==> src/rtl/poly_pkg.sv <==
// rtl/poly_pkg.sv - shared width, FSM states and datapath select encodings for poly_eval_unit
package poly_pkg;

    localparam int WIDTH = 16;

    typedef enum logic [2:0] {
        IDLE  = 3'd0,
        LOAD  = 3'd1,
        MUL_B = 3'd2,
        MUL_C = 3'd3,
        STORE = 3'd4
    } state_t;

    // H input select: seed with A, or take one Horner step with B or C
    typedef enum logic [1:0] {
        HSEL_A     = 2'd0,
        HSEL_MAC_B = 2'd1,
        HSEL_MAC_C = 2'd2
    } hsel_t;

    typedef enum logic {
        CSEL_B = 1'b0,
        CSEL_C = 1'b1
    } csel_t;

endpackage

==> src/rtl/poly_datapath.sv <==
// rtl/poly_datapath.sv - X/H/S registers and Horner multiply-add; POLY_SAT_EN clamps each step
module poly_datapath
    import poly_pkg::*;
#(
    parameter int W = WIDTH
) (
    input  logic         clk,
    input  logic         rst,
    input  logic         lx,
    input  logic         lh,
    input  logic         ls,
    input  hsel_t        h_sel,
    input  csel_t        c_sel,
    input  logic [W-1:0] x,
    input  logic [W-1:0] a,
    input  logic [W-1:0] b,
    input  logic [W-1:0] c,
    output logic [W-1:0] s_q
);

    logic [W-1:0] x_q;
    logic [W-1:0] h_q;
    logic [W-1:0] coef;
    logic [W-1:0] mac;
    logic [W-1:0] h_next;

    assign coef = (c_sel == CSEL_C) ? c : b;

`ifdef POLY_SAT_EN
    logic [2*W-1:0] prod;
    logic [2*W:0]   sum;

    assign prod = {{W{1'b0}}, h_q} * {{W{1'b0}}, x_q};
    assign sum  = {1'b0, prod} + {{(W + 1){1'b0}}, coef};
    assign mac  = (|sum[2*W:W]) ? {W{1'b1}} : sum[W-1:0];
`else
    // Only the low W bits survive, so the narrow multiply-add is exact modulo 2^W
    assign mac = h_q * x_q + coef;
`endif

    assign h_next = (h_sel == HSEL_A) ? a : mac;

    always_ff @(posedge clk or negedge rst) begin
        if (!rst) begin
            x_q <= '0;
            h_q <= '0;
            s_q <= '0;
        end else begin
            if (lx) x_q <= x;
            if (lh) h_q <= h_next;
            if (ls) s_q <= h_q;
        end
    end

endmodule

==> src/rtl/poly_eval_unit.sv <==
// rtl/poly_eval_unit.sv - multi-cycle A*x^2+B*x+C evaluator (Horner); option macro POLY_SAT_EN
module poly_eval_unit
    import poly_pkg::*;
#(
    parameter int WIDTH = poly_pkg::WIDTH
) (
    input  logic             clk,
    input  logic             rst,
    input  logic             inicio,
    input  logic [WIDTH-1:0] x,
    input  logic [WIDTH-1:0] A,
    input  logic [WIDTH-1:0] B,
    input  logic [WIDTH-1:0] C,
    output logic [WIDTH-1:0] resultado,
    output logic             pronto
);

    state_t state;
    logic   lx;
    logic   lh;
    logic   ls;
    hsel_t  h_sel;
    csel_t  c_sel;

    // Controls are registered for the state being entered, so they are valid throughout it
    always_ff @(posedge clk or negedge rst) begin
        if (!rst) begin
            state  <= IDLE;
            lx     <= 1'b0;
            lh     <= 1'b0;
            ls     <= 1'b0;
            pronto <= 1'b0;
            h_sel  <= HSEL_A;
            c_sel  <= CSEL_B;
        end else begin
            lx     <= 1'b0;
            lh     <= 1'b0;
            ls     <= 1'b0;
            pronto <= 1'b0;
            case (state)
                IDLE: begin
                    if (inicio) begin
                        state <= LOAD;
                        lx    <= 1'b1;
                        lh    <= 1'b1;
                        h_sel <= HSEL_A;
                    end
                end
                LOAD: begin
                    state <= MUL_B;
                    lh    <= 1'b1;
                    h_sel <= HSEL_MAC_B;
                    c_sel <= CSEL_B;
                end
                MUL_B: begin
                    state <= MUL_C;
                    lh    <= 1'b1;
                    h_sel <= HSEL_MAC_C;
                    c_sel <= CSEL_C;
                end
                MUL_C: begin
                    state <= STORE;
                    ls    <= 1'b1;
                end
                STORE: begin
                    state  <= IDLE;
                    pronto <= 1'b1;
                end
                default: state <= IDLE;
            endcase
        end
    end

    poly_datapath #(
        .W(WIDTH)
    ) u_datapath (
        .clk   (clk),
        .rst   (rst),
        .lx    (lx),
        .lh    (lh),
        .ls    (ls),
        .h_sel (h_sel),
        .c_sel (c_sel),
        .x     (x),
        .a     (A),
        .b     (B),
        .c     (C),
        .s_q   (resultado)
    );

endmodule

==> config.mk <==
export PLATFORM = sky130hd
export DESIGN_NAME = poly_eval_unit
export DESIGN_NICKNAME = d
export VERILOG_FILES = /design/src/rtl/poly_pkg.sv /design/src/rtl/poly_datapath.sv /design/src/rtl/poly_eval_unit.sv
export SDC_FILE = /design/constraint.sdc
export NUM_CORES = 1
export LEC_CHECK = 0
export CAP_MARGIN = 5
export CORE_UTILIZATION = 50
export DETAILED_ROUTE_END_ITERATION = 6
export DONT_BUFFER_PORTS = 1
export GPL_TIMING_DRIVEN = 1
export PLACE_DENSITY_LB_ADDON = 0.25
export SLEW_MARGIN = 20
export SYNTH_ARGS = -nofsm -noshare
export SYNTH_HDL_FRONTEND = slang
export SYNTH_HIERARCHICAL = 1
export SYNTH_SLANG_ARGS = --single-unit
==> constraint.sdc <==
create_clock -name clk -period 12.66 [get_ports clk]
set_clock_uncertainty 0.1 [all_clocks]
set_input_delay 1.899 -clock clk [delete_from_list [all_inputs] [get_ports clk]]
set_output_delay 1.899 -clock clk [all_outputs]
set_load 0.05 [all_outputs]
# After elaboration in Yosys (flattened, before gate mapping)
# Index checks and enable logic that the tools add are counted.
[op_classes] n_eq_ne=5 n_mul=1 reduce_logical=6 n_mux=12 addsub=1
[op_table] operator="2-to-1 mux 16 bit" count=2
[op_table] operator="adder 16 bit" count=1
[op_table] operator="multiplier 16 x 16 -> 16 bit" count=1
[op_table] operator="case mux 3 bit (4 select lines)" count=1
[op_table] operator="== test 3 x 2 -> 1 bit, second input constant" count=2
[op_table] operator="case mux 2 bit (3 select lines)" count=1
[op_table] operator="2-to-1 mux 1 bit" count=4
[op_table] operator="case mux 1 bit (2 select lines)" count=2
[op_table] operator="== test 3 x 1 -> 1 bit, second input constant" count=1
[op_table] operator="== test 3 bit, second input constant" count=1
[op_table] operator="logical NOT 3 bit" count=1
[op_table] operator="2-to-1 mux 3 bit" count=1
[op_table] operator="nonzero test 3 bit" count=1
[op_table] operator="logical NOT 2 bit" count=1
[op_table] operator="2-to-1 mux 2 bit" count=1
[op_table] operator="!= test 2 bit, second input constant" count=1
[op_table] operator="AND reduction 2 bit" count=1
[op_table] operator="nonzero test 2 bit" count=1
[op_table] operator="OR reduction 2 bit" count=1
[word_totals] word_cells=35 reg_bits=58

# Depth between registers and ports, before layout
# Gate-level depths: netlist (run 1).
[depth] word_depth=3 ltp_mapped=22 depth_no_buf=21

# By module
# The synthesis (run 1) kept the hierarchy.
[modules_own_cells] mod="poly_datapath" seq_area_each_um2=1201.2 cells_per_inst=685 area_each_um2=6459.9 instances=1
[modules_own_cells] mod="poly_eval_unit" seq_area_each_um2=250.2 cells_per_inst=36 area_each_um2=419.2 instances=1

# Worst setup path after synthesis (run 1)
# Ideal clock, no wire load.
[synth_path] path_kind="input -> register" start="in C[8]" end="reg u_datapath.h_q[15]" path_stages=16 required_ps=12478 path_buffers=0 slack_ps=6994 arrival_ps=5484 path_cell_list="mux2i_1 -> fa_1 -> inv_1 -> fa_1 -> inv_1 -> fa_1 -> fa_1 -> inv_1 -> ha_1 -> a21oi_1 -> a21oi_1 -> o31ai_1 -> o21ai_0 -> xnor2_1 -> o21ai_1 -> a31oi_1"
[synth_between] elab_chain_cells=3
[synth_lines] item="start: declaration" line="poly_eval_unit.sv:13" rtl="input logic [WIDTH-1:0] C,"
[synth_lines] item="2-to-1 mux 16 bit" line="poly_datapath.sv:27" rtl="assign coef = (c_sel == CSEL_C) ? c : b;"
[synth_lines] item="adder 16 bit" line="poly_datapath.sv:38" rtl="assign mac = h_q * x_q + coef;"
[synth_lines] item="2-to-1 mux 16 bit" line="poly_datapath.sv:41" rtl="assign h_next = (h_sel == HSEL_A) ? a : mac;"
[synth_lines] item="end signal: assignment" line="poly_datapath.sv:50" rtl="if (lh) h_q <= h_next;"
[synth_lines] item="end: declaration" line="poly_datapath.sv:22" rtl="logic [W-1:0] h_q;"
# Every way passes these cells.
# A chain may end at the register's enable or synchronous reset.

# Worst setup path after layout (run 1)
[layout_path] start="reg u_datapath.x_q[1]" end="reg u_datapath.h_q[15]"
[layout_between] elab_chain_cells=3
[layout_lines] item="start: declaration" line="poly_datapath.sv:21" rtl="logic [W-1:0] x_q;"
[layout_lines] item="start signal: assignment" line="poly_datapath.sv:45" rtl="x_q <= '0;"
[layout_lines] item="start signal: assignment" line="poly_datapath.sv:49" rtl="if (lx) x_q <= x;"
[layout_lines] item="multiplier 16 x 16 -> 16 bit" line="poly_datapath.sv:38"
[layout_lines] item="adder 16 bit" line="poly_datapath.sv:38"
[layout_lines] item="2-to-1 mux 16 bit" line="poly_datapath.sv:41"
# Every way passes these cells.

==> flow_summary.html, run 1 <==
<table>
<tr><th>Metric</th><th>Value</th></tr>
<tr><th colspan="2">Status</th></tr>
<tr><td>Status</td><td>finished clean</td></tr>
<tr><th colspan="2">Clock tree</th></tr>
<tr><td>CTS tree</td><td>built</td></tr>
<tr><td>Root Buffer</td><td>sky130_fd_sc_hd__clkbuf_16</td></tr>
<tr><td>Post-cts repair resize count</td><td>0</td></tr>
<tr><td>Worst-Skew Late Latency</td><td>0.32 ns</td></tr>
<tr><td>Post-CTS Hold Fix Bufs</td><td>0</td></tr>
<tr><td>Total number of H-tree levels</td><td>3</td></tr>
<tr><td>TritonCTS buffer count</td><td>9</td></tr>
<tr><td>CTS sink count</td><td>58</td></tr>
<tr><td>Setup fix buffers added after clock tree synthesis</td><td>0</td></tr>
<tr><td>Clock transition at the registers of the reported paths</td><td>0.05 ns</td></tr>
<tr><td>Maximum buffer depth of the clock tree</td><td>2</td></tr>
<tr><th colspan="2">Setup path</th></tr>
<tr><td>Critical path start-end classification</td><td>reg -&gt; reg</td></tr>
<tr><td>Worst setup SP type</td><td>flop</td></tr>
<tr><td>Required time at the worst-slack endpoint</td><td>12.72 ns</td></tr>
<tr><td>Crit path DAT</td><td>5.90 ns</td></tr>
<tr><td>Ordered list of cells on the worst path</td><td>and2_1 &gt; fa_1 &gt; inv_1 &gt; fa_1 &gt; fa_1 &gt; fa_1 &gt; inv_1 &gt; fa_1 &gt; inv_1 &gt; fa_1 &gt; inv_1 &gt; ha_1 &gt; nand2_1 &gt; nand2_1 &gt; o31ai_1 &gt; o21ai_0 &gt; xnor2_1 &gt; o21ai_1 &gt; a31oi_1</td></tr>
<tr><td>CP endpoint kind</td><td>flop</td></tr>
<tr><td>CP peak stage delay</td><td>0.66 ns</td></tr>
<tr><td>Crit path max-delay cell type</td><td>sky130_fd_sc_hd__dfrtp_1</td></tr>
<tr><td>Library cell appearing most often on the critical path</td><td>sky130_fd_sc_hd__fa_1</td></tr>
<tr><td>Reg-to-reg setup timing slack</td><td>around 6.8 ns</td></tr>
<tr><td>Critical-path maximum fanout</td><td>16</td></tr>
<tr><th colspan="2">Global routing</th></tr>
<tr><td>Number of global-route vias before repair</td><td>5140</td></tr>
<tr><td>Sum of overflow across all layers after global routing</td><td>0</td></tr>
<tr><td>Number of antenna violations at the first check in global routing</td><td>0</td></tr>
<tr><td>All-Layer GR Usage</td><td>0.250</td></tr>
<tr><td>Pin count of the biggest net entering global routing</td><td>59</td></tr>
<tr><td>First-pass GRT wire length</td><td>26900 um</td></tr>
<tr><th colspan="2">Floorplan</th></tr>
<tr><td>Area inside the core boundary</td><td>13300 um^2</td></tr>
<tr><td>Die Footprint</td><td>14200 um^2</td></tr>
<tr><td>Number of standard-cell rows in the floorplan</td><td>42</td></tr>
<tr><td>Initial Utilization</td><td>0.515</td></tr>
<tr><td>Horizontal extent of the die</td><td>approximately 120 um</td></tr>
<tr><td>I/O pin count</td><td>84</td></tr>
<tr><td>Die span in y</td><td>119 um</td></tr>
<tr><th colspan="2">Final layout</th></tr>
<tr><td>Final net count</td><td>914</td></tr>
<tr><td>Highest-count cells in the layout ignoring fill and taps</td><td>sky130_fd_sc_hd__inv_1 (148), sky130_fd_sc_hd__fa_1 (94), sky130_fd_sc_hd__nand2_1 (91)</td></tr>
<tr><td>Most common cell after layout, fill and taps aside</td><td>sky130_fd_sc_hd__inv_1</td></tr>
<tr><td>Layout cell share with drive strength beyond 1</td><td>0.0892</td></tr>
<tr><td>Relative area change from synthesis to final layout</td><td>6.24%</td></tr>
<tr><td>Count of antenna diodes in the layout</td><td>0</td></tr>
<tr><th colspan="2">Timing</th></tr>
<tr><td>Accumulated negative setup slack</td><td>0 ns</td></tr>
<tr><td>Peak Freq</td><td>roughly 170 MHz</td></tr>
<tr><td>Total count of hold-check failures in the final report</td><td>0</td></tr>
<tr><td>Normalized max-slew margin</td><td>0.303</td></tr>
<tr><td>Max Transition Viols Final</td><td>0</td></tr>
<tr><td>Transition time of the tightest slew-check pin</td><td>1.04 ns</td></tr>
<tr><td>Minimum clock period</td><td>just under 6 ns</td></tr>
<tr><td>RSZ-0062 raised after global routing</td><td>no</td></tr>
<tr><td>Fraction of the cycle the final worst path needs</td><td>0.462</td></tr>
<tr><td>Final setup violation count</td><td>0</td></tr>
<tr><th colspan="2">Logic synthesis</th></tr>
<tr><td>Synthesized area divided by synthesized cell count</td><td>9.54 um^2</td></tr>
<tr><td>Synth Register Bits</td><td>slightly below 60</td></tr>
<tr><td>Fraction of registers with async set or reset after synthesis</td><td>1.00</td></tr>
<tr><td>Number of distinct library cell variants in the gate-level netlist after synthesis</td><td>38</td></tr>
<tr><td>Cells after synthesis</td><td>721</td></tr>
<tr><td>Predominant post-synthesis flop cell</td><td>sky130_fd_sc_hd__dfrtp_1</td></tr>
<tr><td>Syn nets</td><td>a little over 900</td></tr>
<tr><td>Post-synth design cell area</td><td>just under 7000 um^2</td></tr>
<tr><td>Number of warnings issued by yosys</td><td>6</td></tr>
<tr><td>Number of synthesized flops with an enable pin</td><td>0</td></tr>
<tr><td>Post-synthesis sequential area ratio</td><td>0.211</td></tr>
<tr><th colspan="2">Routing</th></tr>
<tr><td>Residual antenna-violating net count after detailed routing</td><td>0</td></tr>
<tr><td>DR vias/cell</td><td>5.30</td></tr>
<tr><td>Total vias in the final route</td><td>4672</td></tr>
<tr><td>Average wire per cell in the routed design</td><td>18.3 um</td></tr>
<tr><td>Starting DRC count in detailed routing</td><td>roughly 330</td></tr>
<tr><td>Overall routed net length</td><td>between 15000 and 20000 um</td></tr>
<tr><td>Number of DRC violations after detailed routing</td><td>0</td></tr>
<tr><td>Router iterations before antenna repair</td><td>5</td></tr>
<tr><th colspan="2">Flow run</th></tr>
<tr><td>Max capacitance violation total</td><td>0</td></tr>
<tr><th colspan="2">Min path</th></tr>
<tr><td>Hold Crit Class</td><td>reg -&gt; reg</td></tr>
<tr><th colspan="2">Placement</th></tr>
<tr><td>Estimated wirelength of the detail-placed design</td><td>12200 um</td></tr>
<tr><td>GPL Wtd Cong</td><td>0.911</td></tr>
<tr><td>Port bufs</td><td>0</td></tr>
</table>
worst max-delay path: cells and delay by family, from the launching register on:
| family | cells | cell delay [ns] |
|---|---|---|
| buffers and inverters | 4 | 0.21 |
| flip-flops | 1 | 0.66 |
| XOR/XNOR | 1 | 0.16 |
| AND/OR/NAND/NOR | 3 | 0.46 |
| adder cells (fa/ha/maj) | 7 | 3.41 |
| AO/OA/AOI/OAI | 4 | 0.68 |
synthesized netlist by cell type, drive strengths merged (6+ instances only):
cell type	n	area share
inv	148	0.081
ha	52	0.095
a21o	6	0.0065
nand2	91	0.050
nor2	31	0.017
a21oi	28	0.021
mux2	36	0.059
xnor2	30	0.041
clkbuf	23	0.013
mux2i	19	0.028
dfrtp	58	0.21
xor2	7	0.0089
fa	94	0.27
o21ai	13	0.010
and2	52	0.047
buf	10	0.0089
state kept, by name (all words and copies together) (netlist names):
name,flops
pronto,1
state,3
h_sel,2
u_datapath/x_q,16
u_datapath/h_q,16
ls,1
c_sel,1
u_datapath/s_q,16
lh,1
lx,1
kinds of logic after synthesis:
logic type,after synthesis,synth area share
simple gates,184,0.125
buf+inv,181,0.102
fa+ha+maj,146,0.368
compound gates,58,0.0506
flops,58,0.211
mux,55,0.0866
xor+xnor,39,0.0569
layer usage:
layer	vias up	wire length [um]	global-route usage
li1	2153	-	-
met1	2325	6590	0.333
met2	181	7990	0.418
met3	13	1350	0.0460
met4	0	193	0.0672
met5	-	0	0
through the flow:
stage	util	worst slack, ns	hold WS (ns)	area, um^2	cells
2_1_floorplan	-	6.99	0.381	6880	721
3_3_place_gp	0.522	6.73	0.394	6970	866
3_5_place_dp	0.522	6.70	0.401	6970	866
4_1_cts	0.548	6.81	0.412	7310	882
5_1_grt	0.548	6.39	0.450	7310	882
6_report	0.548	6.81	0.407	7310	882
worst paths after layout:
check	from	to	cells past startpoint
max	u_datapath/x_q[1]	u_datapath/h_q[15]	19
min	u_datapath/x_q[15]	u_datapath/x_q[15]	1
max reg2reg	u_datapath/x_q[1]	u_datapath/h_q[15]	19
min reg2reg	u_datapath/x_q[15]	u_datapath/x_q[15]	1
max in group asynchronous	rst	u_datapath/h_q[3]	0
min in group asynchronous	rst	u_datapath/x_q[5]	0
layout make-up:
class | count | area, um^2
clock inverters | 4 | 72.6
repair buffers | 2 | 15.0
multi-input cells | 482 | 4730
clock buffers | 12 | 267
inverters | 148 | 556
well taps | 176 | 220
fillers | 1199 | 6040
flip-flops and latches | 58 | 1450
Power of run 1 is left out: the tool's default activity adds up to more than one toggle a clock period on the data nets, which glitch-free logic cannot reach.
==> run 2: changes to the inputs <==
==> constraint.sdc (replaced) <==
create_clock -name clk -period 5.4 [get_ports clk]
set_clock_uncertainty 0.1 [all_clocks]
set_input_delay 0.81 -clock clk [delete_from_list [all_inputs] [get_ports clk]]
set_output_delay 0.81 -clock clk [all_outputs]
set_load 0.05 [all_outputs]
==> run 2 against run 1 <==
Effect of this change:
- setup slack lost 6.7 ns
- core utilization grew 4.7 points
- largest cell class unchanged
- non-clock buffer count grew 48
- worst hold slack lost 0.32 ns
- critical endpoint unchanged
- final cell count grew 5.4%
- final area grew 8.6%
==> flow_summary.html, run 2 (synthesis gave the netlist of run 1 again) <==
<table>
<tr><th>Metric</th><th>Value</th></tr>
<tr><th colspan="2">Routing</th></tr>
<tr><td>Residual antenna-violating net count after detailed routing</td><td>0 (unchanged)</td></tr>
<tr><td>DR vias/cell</td><td>5.27 (-0.43%)</td></tr>
<tr><td>Number of DRC violations after detailed routing</td><td>0 (unchanged)</td></tr>
<tr><td>Total vias in the final route</td><td>4905 (+5.0%)</td></tr>
<tr><td>Starting DRC count in detailed routing</td><td>268 (-19%)</td></tr>
<tr><td>Router iterations before antenna repair</td><td>5 (unchanged)</td></tr>
<tr><td>Average wire per cell in the routed design</td><td>18.4 um (+0.55%)</td></tr>
<tr><td>Overall routed net length</td><td>17100 um (+6.0%)</td></tr>
<tr><th colspan="2">Clock tree</th></tr>
<tr><td>TritonCTS buffer count</td><td>9 (unchanged)</td></tr>
<tr><td>CTS tree</td><td>built</td></tr>
<tr><td>Root Buffer</td><td>sky130_fd_sc_hd__clkbuf_16</td></tr>
<tr><td>Post-CTS Hold Fix Bufs</td><td>0 (unchanged)</td></tr>
<tr><td>Worst-Skew Late Latency</td><td>0.32 ns (about the same)</td></tr>
<tr><td>CTS sink count</td><td>58 (unchanged)</td></tr>
<tr><td>Maximum buffer depth of the clock tree</td><td>2 (unchanged)</td></tr>
<tr><td>Total number of H-tree levels</td><td>3 (unchanged)</td></tr>
<tr><td>Clock transition at the registers of the reported paths</td><td>0.05 ns (about the same)</td></tr>
<tr><th colspan="2">Setup path</th></tr>
<tr><td>Critical-path maximum fanout</td><td>5 (-11)</td></tr>
<tr><td>Worst setup SP type</td><td>flop</td></tr>
<tr><td>CP endpoint kind</td><td>flop</td></tr>
<tr><td>Critical path start-end classification</td><td>reg -&gt; reg</td></tr>
<tr><td>Crit path DAT</td><td>5.44 ns (-0.46 ns)</td></tr>
<tr><td>Required time at the worst-slack endpoint</td><td>5.54 ns (-7.18 ns)</td></tr>
<tr><th colspan="2">Floorplan</th></tr>
<tr><td>Area inside the core boundary</td><td>13300 um^2 (unchanged)</td></tr>
<tr><td>Initial Utilization</td><td>0.515 (unchanged)</td></tr>
<tr><td>Number of standard-cell rows in the floorplan</td><td>42 (unchanged)</td></tr>
<tr><td>Die Footprint</td><td>14200 um^2 (unchanged)</td></tr>
<tr><td>I/O pin count</td><td>84 (unchanged)</td></tr>
<tr><td>Die span in y</td><td>119 um (unchanged)</td></tr>
<tr><td>Horizontal extent of the die</td><td>119 um (unchanged)</td></tr>
<tr><th colspan="2">Final layout</th></tr>
<tr><td>Footprint of the multi-input gates</td><td>4940 um^2 (+4.6%)</td></tr>
<tr><td>Final std cells w/o fill</td><td>930 (+5.4%)</td></tr>
<tr><td>Largest regs</td><td>u_datapath/h_q: 16 flops, u_datapath/s_q: 16 flops, u_datapath/x_q: 16 flops</td></tr>
<tr><td>Final net count</td><td>962 (+5.3%)</td></tr>
<tr><td>Count of antenna diodes in the layout</td><td>0 (unchanged)</td></tr>
<tr><td>Relative area change from synthesis to final layout</td><td>15.3%</td></tr>
<tr><td>Most common cell after layout, fill and taps aside</td><td>sky130_fd_sc_hd__inv_1</td></tr>
<tr><td>Register Area</td><td>1470 um^2 (+1.0%)</td></tr>
<tr><td>Highest-count cells in the layout ignoring fill and taps</td><td>sky130_fd_sc_hd__inv_1 (143), sky130_fd_sc_hd__nand2_1 (88), sky130_fd_sc_hd__fa_1 (86)</td></tr>
<tr><td>Number of filler cells placed in the layout</td><td>1108 (-7.6%)</td></tr>
<tr><td>Layout cell share with drive strength beyond 1</td><td>0.212 (+0.123)</td></tr>
<tr><th colspan="2">Placement</th></tr>
<tr><td>Placed Cells</td><td>905 (+4.5%)</td></tr>
<tr><td>Port bufs</td><td>0 (unchanged)</td></tr>
<tr><td>GPL Wtd Cong</td><td>0.923 (+1.3%)</td></tr>
<tr><td>Estimated wirelength of the detail-placed design</td><td>13600 um (+12%)</td></tr>
<tr><th colspan="2">Timing</th></tr>
<tr><td>Minimum clock period</td><td>5.31 ns (-0.536 ns)</td></tr>
<tr><td>Fraction of the cycle the final worst path needs</td><td>0.983 (+0.522)</td></tr>
<tr><td>Total count of hold-check failures in the final report</td><td>0 (unchanged)</td></tr>
<tr><td>Transition time of the tightest slew-check pin</td><td>1.06 ns (+0.0125 ns)</td></tr>
<tr><td>RSZ-0062 raised after global routing</td><td>yes</td></tr>
<tr><td>Peak Freq</td><td>188 MHz (+10%)</td></tr>
<tr><td>Worst hold slack after final layout</td><td>0.0823 ns (-0.325 ns)</td></tr>
<tr><td>Normalized max-slew margin</td><td>0.295 (-0.00838)</td></tr>
<tr><td>Final setup violation count</td><td>0 (unchanged)</td></tr>
<tr><td>Max Transition Viols Final</td><td>0 (unchanged)</td></tr>
<tr><th colspan="2">Global routing</th></tr>
<tr><td>Number of global-route vias before repair</td><td>5302 (+3.2%)</td></tr>
<tr><td>Number of antenna violations at the first check in global routing</td><td>0 (unchanged)</td></tr>
<tr><td>Met3 capacity usage during global routing</td><td>0.0465 (+0.000479)</td></tr>
<tr><td>First-pass GRT wire length</td><td>27600 um (+2.9%)</td></tr>
<tr><td>GR Util met2</td><td>0.415 (-0.00254)</td></tr>
<tr><td>All-Layer GR Usage</td><td>0.255 (+0.00547)</td></tr>
<tr><td>Pin count of the biggest net entering global routing</td><td>59 (unchanged)</td></tr>
<tr><td>Sum of overflow across all layers after global routing</td><td>0 (unchanged)</td></tr>
<tr><td>Met1 track utilization from global routing</td><td>0.347 (+0.0136)</td></tr>
<tr><td>Most crowded layer after global routing</td><td>met2</td></tr>
<tr><th colspan="2">Status</th></tr>
<tr><td>Status</td><td>finished clean</td></tr>
<tr><th colspan="2">Min path</th></tr>
<tr><td>Hold Crit Class</td><td>in -&gt; async</td></tr>
<tr><th colspan="2">Flow run</th></tr>
<tr><td>Max capacitance violation total</td><td>0 (unchanged)</td></tr>
</table>
[run 2: per-layer routing]
| metal | share of wire | vias up | wire [um] |
|---|---|---|---|
| li1 | - | 2240 | - |
| met1 | 0.44 | 2491 | 7470 |
| met2 | 0.48 | 150 | 8240 |
| met3 | 0.059 | 24 | 1010 |
| met4 | 0.022 | 0 | 379 |
| met5 | 0 | - | 0 |
[run 2: final cells by class]
class | count | area share
clock buffers | 13 | 0.0341
clock inverters | 3 | 0.00584
multi-input cells | 482 | 0.623
well taps | 176 | 0.0278
flip-flops and latches | 58 | 0.185
repair buffers | 50 | 0.0546
inverters | 148 | 0.0700
[run 2: timing repair]
item	4_1_cts	5_1_grt
gates resized for setup	9	64
endpoints found under the hold margin	0	0
pin swaps	1	37
setup endpoints to repair	3	7
buffers inserted	0	9
[run 2: worst max-delay path: stages, from the launching register on]
cell and delay [ns]:
sky130_fd_sc_hd__dfrtp_1 0.42, sky130_fd_sc_hd__and2_4 0.18, sky130_fd_sc_hd__fa_1 0.52, sky130_fd_sc_hd__inv_1 0.06
sky130_fd_sc_hd__fa_1 0.56, sky130_fd_sc_hd__fa_1 0.44, sky130_fd_sc_hd__fa_1 0.52, sky130_fd_sc_hd__inv_1 0.05
sky130_fd_sc_hd__fa_1 0.47, sky130_fd_sc_hd__inv_1 0.05, sky130_fd_sc_hd__fa_1 0.49, sky130_fd_sc_hd__inv_1 0.08
sky130_fd_sc_hd__ha_4 0.31, sky130_fd_sc_hd__o21ai_1 0.10, sky130_fd_sc_hd__a21oi_2 0.22, sky130_fd_sc_hd__o31ai_4 0.12
sky130_fd_sc_hd__o21ai_2 0.14, sky130_fd_sc_hd__xnor2_1 0.13, sky130_fd_sc_hd__o21ai_1 0.08, sky130_fd_sc_hd__a31oi_1 0.18
[run 2: through the flow]
| step | TNS [ns] | instance area [um^2] | worst slack [ns] | util |
|---|---|---|---|---|
| 6_report | 0 | 7930 | 0.0906 | 0.594 |
| 2_1_floorplan | 0 | 6880 | 0.133 | - |
| 3_3_place_gp | 0 | 7270 | 0.0398 | 0.545 |
| 4_1_cts | 0 | 7630 | 0.0111 | 0.571 |
| 3_5_place_dp | -0.00173 | 7270 | -0.00173 | 0.545 |
| 5_1_grt | -0.430 | 7930 | -0.156 | 0.594 |
[run 2: path summary, 6_finish.rpt]
kind,startpoint,endpoint,slack [ns],cells after the start
hold reg to reg,u_datapath/x_q[15],u_datapath/x_q[15],0.41,1
min in group clk,u_datapath/x_q[15],u_datapath/x_q[15],0.41,1
max in group asynchronous,rst,u_datapath/h_q[1],5.02,0
hold / removal,rst,u_datapath/s_q[9],0.08,0
setup reg to reg,u_datapath/h_q[7],u_datapath/h_q[15],0.09,19
setup / recovery,u_datapath/h_q[7],u_datapath/h_q[15],0.09,19
Power of run 2 is left out for the same reason.
==> run 3: changes to the inputs <==
--- a/config.mk
+++ b/config.mk
@@ -6,6 +6,7 @@
 export NUM_CORES = 1
 export LEC_CHECK = 0
 export CAP_MARGIN = 5
+export CORE_MARGIN = 3
 export CORE_UTILIZATION = 50
 export DETAILED_ROUTE_END_ITERATION = 6
 export DONT_BUFFER_PORTS = 1
==> run 3 against run 2 <==
Effect of this change:
- die area is 6.8% higher
- non-clock buffer count grew 2
- final area decreased by 0.73%
- global-route usage down 1.2 points
- sequential share of layout area grew 0.10 points
- clock-buffer cell count is 1 lower
- critical path depth grew 3
- critical path type unchanged
==> flow_summary.html, run 3 (synthesis gave the netlist of run 1 again) <==
<table>
<tr><th>Metric</th><th>Value</th></tr>
<tr><th colspan="2">Setup path</th></tr>
<tr><td>Required time at the worst-slack endpoint</td><td>5.47 ns (-0.07 ns)</td></tr>
<tr><td>Crit path DAT</td><td>5.29 ns (-0.15 ns)</td></tr>
<tr><td>Crit path max-delay cell type</td><td>sky130_fd_sc_hd__fa_1</td></tr>
<tr><td>Critical path start-end classification</td><td>reg -&gt; reg</td></tr>
<tr><td>CP top delay family</td><td>adder cells</td></tr>
<tr><td>Ordered list of cells on the worst path</td><td>buf_4 &gt; and2_1 &gt; fa_1 &gt; inv_1 &gt; fa_1 &gt; inv_1 &gt; ha_1 &gt; fa_1 &gt; ha_1 &gt; inv_1 &gt; fa_1 &gt; inv_1 &gt; ha_1 &gt; buf_4 &gt; o2111ai_1 &gt; a21oi_2 &gt; buf_4 &gt; o21a_1 &gt; nor2_2 &gt; xnor2_1 &gt; mux2i_1 &gt; a21oi_1</td></tr>
<tr><td>Critical-path maximum fanout</td><td>5 (unchanged)</td></tr>
<tr><td>CP endpoint kind</td><td>flop</td></tr>
<tr><td>Depth of the worst register-to-register path</td><td>22 (+3)</td></tr>
<tr><td>CP peak stage delay</td><td>0.54 ns (-0.02 ns)</td></tr>
<tr><td>Launch instance of the worst register-to-register path</td><td>u_datapath/h_q[5]</td></tr>
<tr><td>Reg-to-reg setup timing slack</td><td>0.18 ns (+0.09 ns)</td></tr>
<tr><td>Levels on crit path</td><td>22 (+3)</td></tr>
<tr><td>FF-to-FF End</td><td>u_datapath/h_q[11]</td></tr>
<tr><td>Buffers and inverters on the worst path</td><td>7 (+3)</td></tr>
<tr><td>Worst setup SP type</td><td>flop</td></tr>
<tr><th colspan="2">Floorplan</th></tr>
<tr><td>Area inside the core boundary</td><td>13300 um^2 (unchanged)</td></tr>
<tr><td>Initial Utilization</td><td>0.515 (unchanged)</td></tr>
<tr><td>I/O pin count</td><td>84 (unchanged)</td></tr>
<tr><td>Die span in y</td><td>123 um (+3.4%)</td></tr>
<tr><td>Number of standard-cell rows in the floorplan</td><td>42 (unchanged)</td></tr>
<tr><td>Horizontal extent of the die</td><td>123 um (+3.4%)</td></tr>
<tr><td>Die Footprint</td><td>15200 um^2 (+6.8%)</td></tr>
<tr><th colspan="2">Timing</th></tr>
<tr><td>Peak Freq</td><td>192 MHz (+1.7%)</td></tr>
<tr><td>Minimum clock period</td><td>5.22 ns (-0.0896 ns)</td></tr>
<tr><td>Fraction of the cycle the final worst path needs</td><td>0.967 (-0.0166)</td></tr>
<tr><td>Transition time of the tightest slew-check pin</td><td>1.04 ns (-0.0180 ns)</td></tr>
<tr><td>Max Transition Viols Final</td><td>0 (unchanged)</td></tr>
<tr><td>RSZ-0062 raised after global routing</td><td>yes</td></tr>
<tr><td>Normalized max-slew margin</td><td>0.307 (+0.0120)</td></tr>
<tr><td>Accumulated negative setup slack</td><td>0 ns (unchanged)</td></tr>
<tr><td>Total count of hold-check failures in the final report</td><td>0 (unchanged)</td></tr>
<tr><td>Final setup violation count</td><td>0 (unchanged)</td></tr>
<tr><th colspan="2">Final layout</th></tr>
<tr><td>Most common cell after layout, fill and taps aside</td><td>sky130_fd_sc_hd__inv_1</td></tr>
<tr><td>Largest regs</td><td>u_datapath/h_q: 16 flops, u_datapath/s_q: 16 flops, u_datapath/x_q: 16 flops</td></tr>
<tr><td>Number of filler cells placed in the layout</td><td>1167 (+5.3%)</td></tr>
<tr><td>End-of-flow core utilization</td><td>0.590 (-0.00431)</td></tr>
<tr><td>Final net count</td><td>964 (+0.21%)</td></tr>
<tr><td>Footprint of the multi-input gates</td><td>4890 um^2 (-1.1%)</td></tr>
<tr><td>Layout cell share with drive strength beyond 1</td><td>0.208 (-0.00453)</td></tr>
<tr><td>Highest-count cells in the layout ignoring fill and taps</td><td>sky130_fd_sc_hd__inv_1 (144), sky130_fd_sc_hd__nand2_1 (89), sky130_fd_sc_hd__fa_1 (88)</td></tr>
<tr><td>Final std cells w/o fill</td><td>933 (+0.32%)</td></tr>
<tr><td>Relative area change from synthesis to final layout</td><td>14.5%</td></tr>
<tr><td>Final Cell Area</td><td>7880 um^2 (-0.73%)</td></tr>
<tr><td>Register Area</td><td>1460 um^2 (-0.17%)</td></tr>
<tr><th colspan="2">Min path</th></tr>
<tr><td>Hold Crit Class</td><td>in -&gt; async</td></tr>
<tr><th colspan="2">Routing</th></tr>
<tr><td>Total vias in the final route</td><td>4907 (+0.041%)</td></tr>
<tr><td>Average wire per cell in the routed design</td><td>18.6 um (+0.94%)</td></tr>
<tr><td>DR vias/cell</td><td>5.26 (-0.28%)</td></tr>
<tr><td>Starting DRC count in detailed routing</td><td>283 (+5.6%)</td></tr>
<tr><td>Residual antenna-violating net count after detailed routing</td><td>0 (unchanged)</td></tr>
<tr><td>Overall routed net length</td><td>17300 um (+1.3%)</td></tr>
<tr><td>Number of DRC violations after detailed routing</td><td>0 (unchanged)</td></tr>
<tr><td>Router iterations before antenna repair</td><td>4 (-1)</td></tr>
<tr><th colspan="2">Global routing</th></tr>
<tr><td>Met3 capacity usage during global routing</td><td>0.0471 (+0.000662)</td></tr>
<tr><td>GR Util met2</td><td>0.397 (-0.0185)</td></tr>
<tr><td>First-pass GRT wire length</td><td>27800 um (+0.70%)</td></tr>
<tr><td>Number of antenna violations at the first check in global routing</td><td>2 (+2)</td></tr>
<tr><td>All-Layer GR Usage</td><td>0.243 (-0.0123)</td></tr>
<tr><td>Number of global-route vias before repair</td><td>5312 (+0.19%)</td></tr>
<tr><td>Pin count of the biggest net entering global routing</td><td>59 (unchanged)</td></tr>
<tr><td>Sum of overflow across all layers after global routing</td><td>0 (unchanged)</td></tr>
<tr><td>Most crowded layer after global routing</td><td>met2</td></tr>
<tr><td>Met1 track utilization from global routing</td><td>0.328 (-0.0193)</td></tr>
<tr><th colspan="2">Placement</th></tr>
<tr><td>Port bufs</td><td>0 (unchanged)</td></tr>
<tr><td>GPL Wtd Cong</td><td>0.923 (about the same)</td></tr>
<tr><td>Cell area after placement</td><td>7250 um^2 (-0.28%)</td></tr>
<tr><td>Estimated wirelength of the detail-placed design</td><td>14100 um (+3.2%)</td></tr>
<tr><td>Placed Cells</td><td>904 (-0.11%)</td></tr>
<tr><th colspan="2">Flow run</th></tr>
<tr><td>Max capacitance violation total</td><td>0 (unchanged)</td></tr>
<tr><th colspan="2">Clock tree</th></tr>
<tr><td>Clock transition at the registers of the reported paths</td><td>0.05 ns (about the same)</td></tr>
<tr><td>TritonCTS buffer count</td><td>9 (unchanged)</td></tr>
<tr><td>Post-CTS Hold Fix Bufs</td><td>0 (unchanged)</td></tr>
<tr><td>CTS sink count</td><td>58 (unchanged)</td></tr>
<tr><td>CTS tree</td><td>built</td></tr>
<tr><td>Total number of H-tree levels</td><td>3 (unchanged)</td></tr>
<tr><td>Worst-Skew Late Latency</td><td>0.33 ns (about the same)</td></tr>
<tr><td>Maximum buffer depth of the clock tree</td><td>2 (unchanged)</td></tr>
<tr><td>Root Buffer</td><td>sky130_fd_sc_hd__clkbuf_16</td></tr>
<tr><th colspan="2">Status</th></tr>
<tr><td>Status</td><td>finished clean</td></tr>
</table>
[run 3: final cells by class]
type / instances / area share
clock inverter: 4 / 0.00921
antenna: 1 / 0.000318
multi-input combinational: 482 / 0.620
sequential: 58 / 0.186
tap: 176 / 0.0280
timing repair buffer: 52 / 0.0519
inverter: 148 / 0.0705
clock buffer: 12 / 0.0338
[run 3: timing repair]
| item | 4_1_cts | 5_1_grt |
|---|---|---|
| resized for setup | 3 | 57 |
| endpoints found under the setup margin | 3 | 6 |
| pin swaps | 0 | 31 |
| buffers inserted | 0 | 12 |
[run 3: stage by stage]
| step | hold WS [ns] | setup WS, ns |
|---|---|---|
| 2_1_floorplan | 0.381 | 0.133 |
| 3_3_place_gp | 0.401 | 0.0802 |
| 3_5_place_dp | 0.417 | -0.0178 |
| 4_1_cts | 0.0671 | 0.0111 |
| 5_1_grt | 0.0649 | -0.0555 |
| 6_report | 0.0772 | 0.180 |
[run 3: metal layers]
metal	vias up	wire length, um
met2	148	8340
met1	2480	7300
met3	30	1240
li1	2247	-
met5	-	13
met4	2	411
[run 3: worst max path at each step]
stage / start / slack [ns] / to
global route: u_datapath/h_q[6] / -0.06 / u_datapath/h_q[13]
detailed placement: u_datapath/x_q[5] / -0.02 / u_datapath/h_q[15]
floorplan: u_datapath/x_q[2] / 0.13 / u_datapath/h_q[14]
CTS: u_datapath/h_q[12] / 0.01 / u_datapath/h_q[15]
finish: u_datapath/h_q[5] / 0.18 / u_datapath/h_q[11]
global placement: u_datapath/x_q[1] / 0.08 / u_datapath/h_q[15]
[run 3: worst reg2reg max path, cell delays in order, from the launching register on]
cell and delay, ns:
sky130_fd_sc_hd__dfrtp_2 0.44, sky130_fd_sc_hd__buf_4 0.17, sky130_fd_sc_hd__and2_1 0.15, sky130_fd_sc_hd__fa_1 0.54, sky130_fd_sc_hd__inv_1 0.06, sky130_fd_sc_hd__fa_1 0.54, sky130_fd_sc_hd__inv_1 0.04, sky130_fd_sc_hd__ha_1 0.21
sky130_fd_sc_hd__fa_1 0.44, sky130_fd_sc_hd__ha_1 0.28, sky130_fd_sc_hd__inv_1 0.05, sky130_fd_sc_hd__fa_1 0.50, sky130_fd_sc_hd__inv_1 0.06, sky130_fd_sc_hd__ha_1 0.29, sky130_fd_sc_hd__buf_4 0.13, sky130_fd_sc_hd__o2111ai_1 0.17
sky130_fd_sc_hd__a21oi_2 0.26, sky130_fd_sc_hd__buf_4 0.15, sky130_fd_sc_hd__o21a_1 0.12, sky130_fd_sc_hd__nor2_2 0.04, sky130_fd_sc_hd__xnor2_1 0.12, sky130_fd_sc_hd__mux2i_1 0.14, sky130_fd_sc_hd__a21oi_1 0.08
Power of run 3 is left out for the same reason.
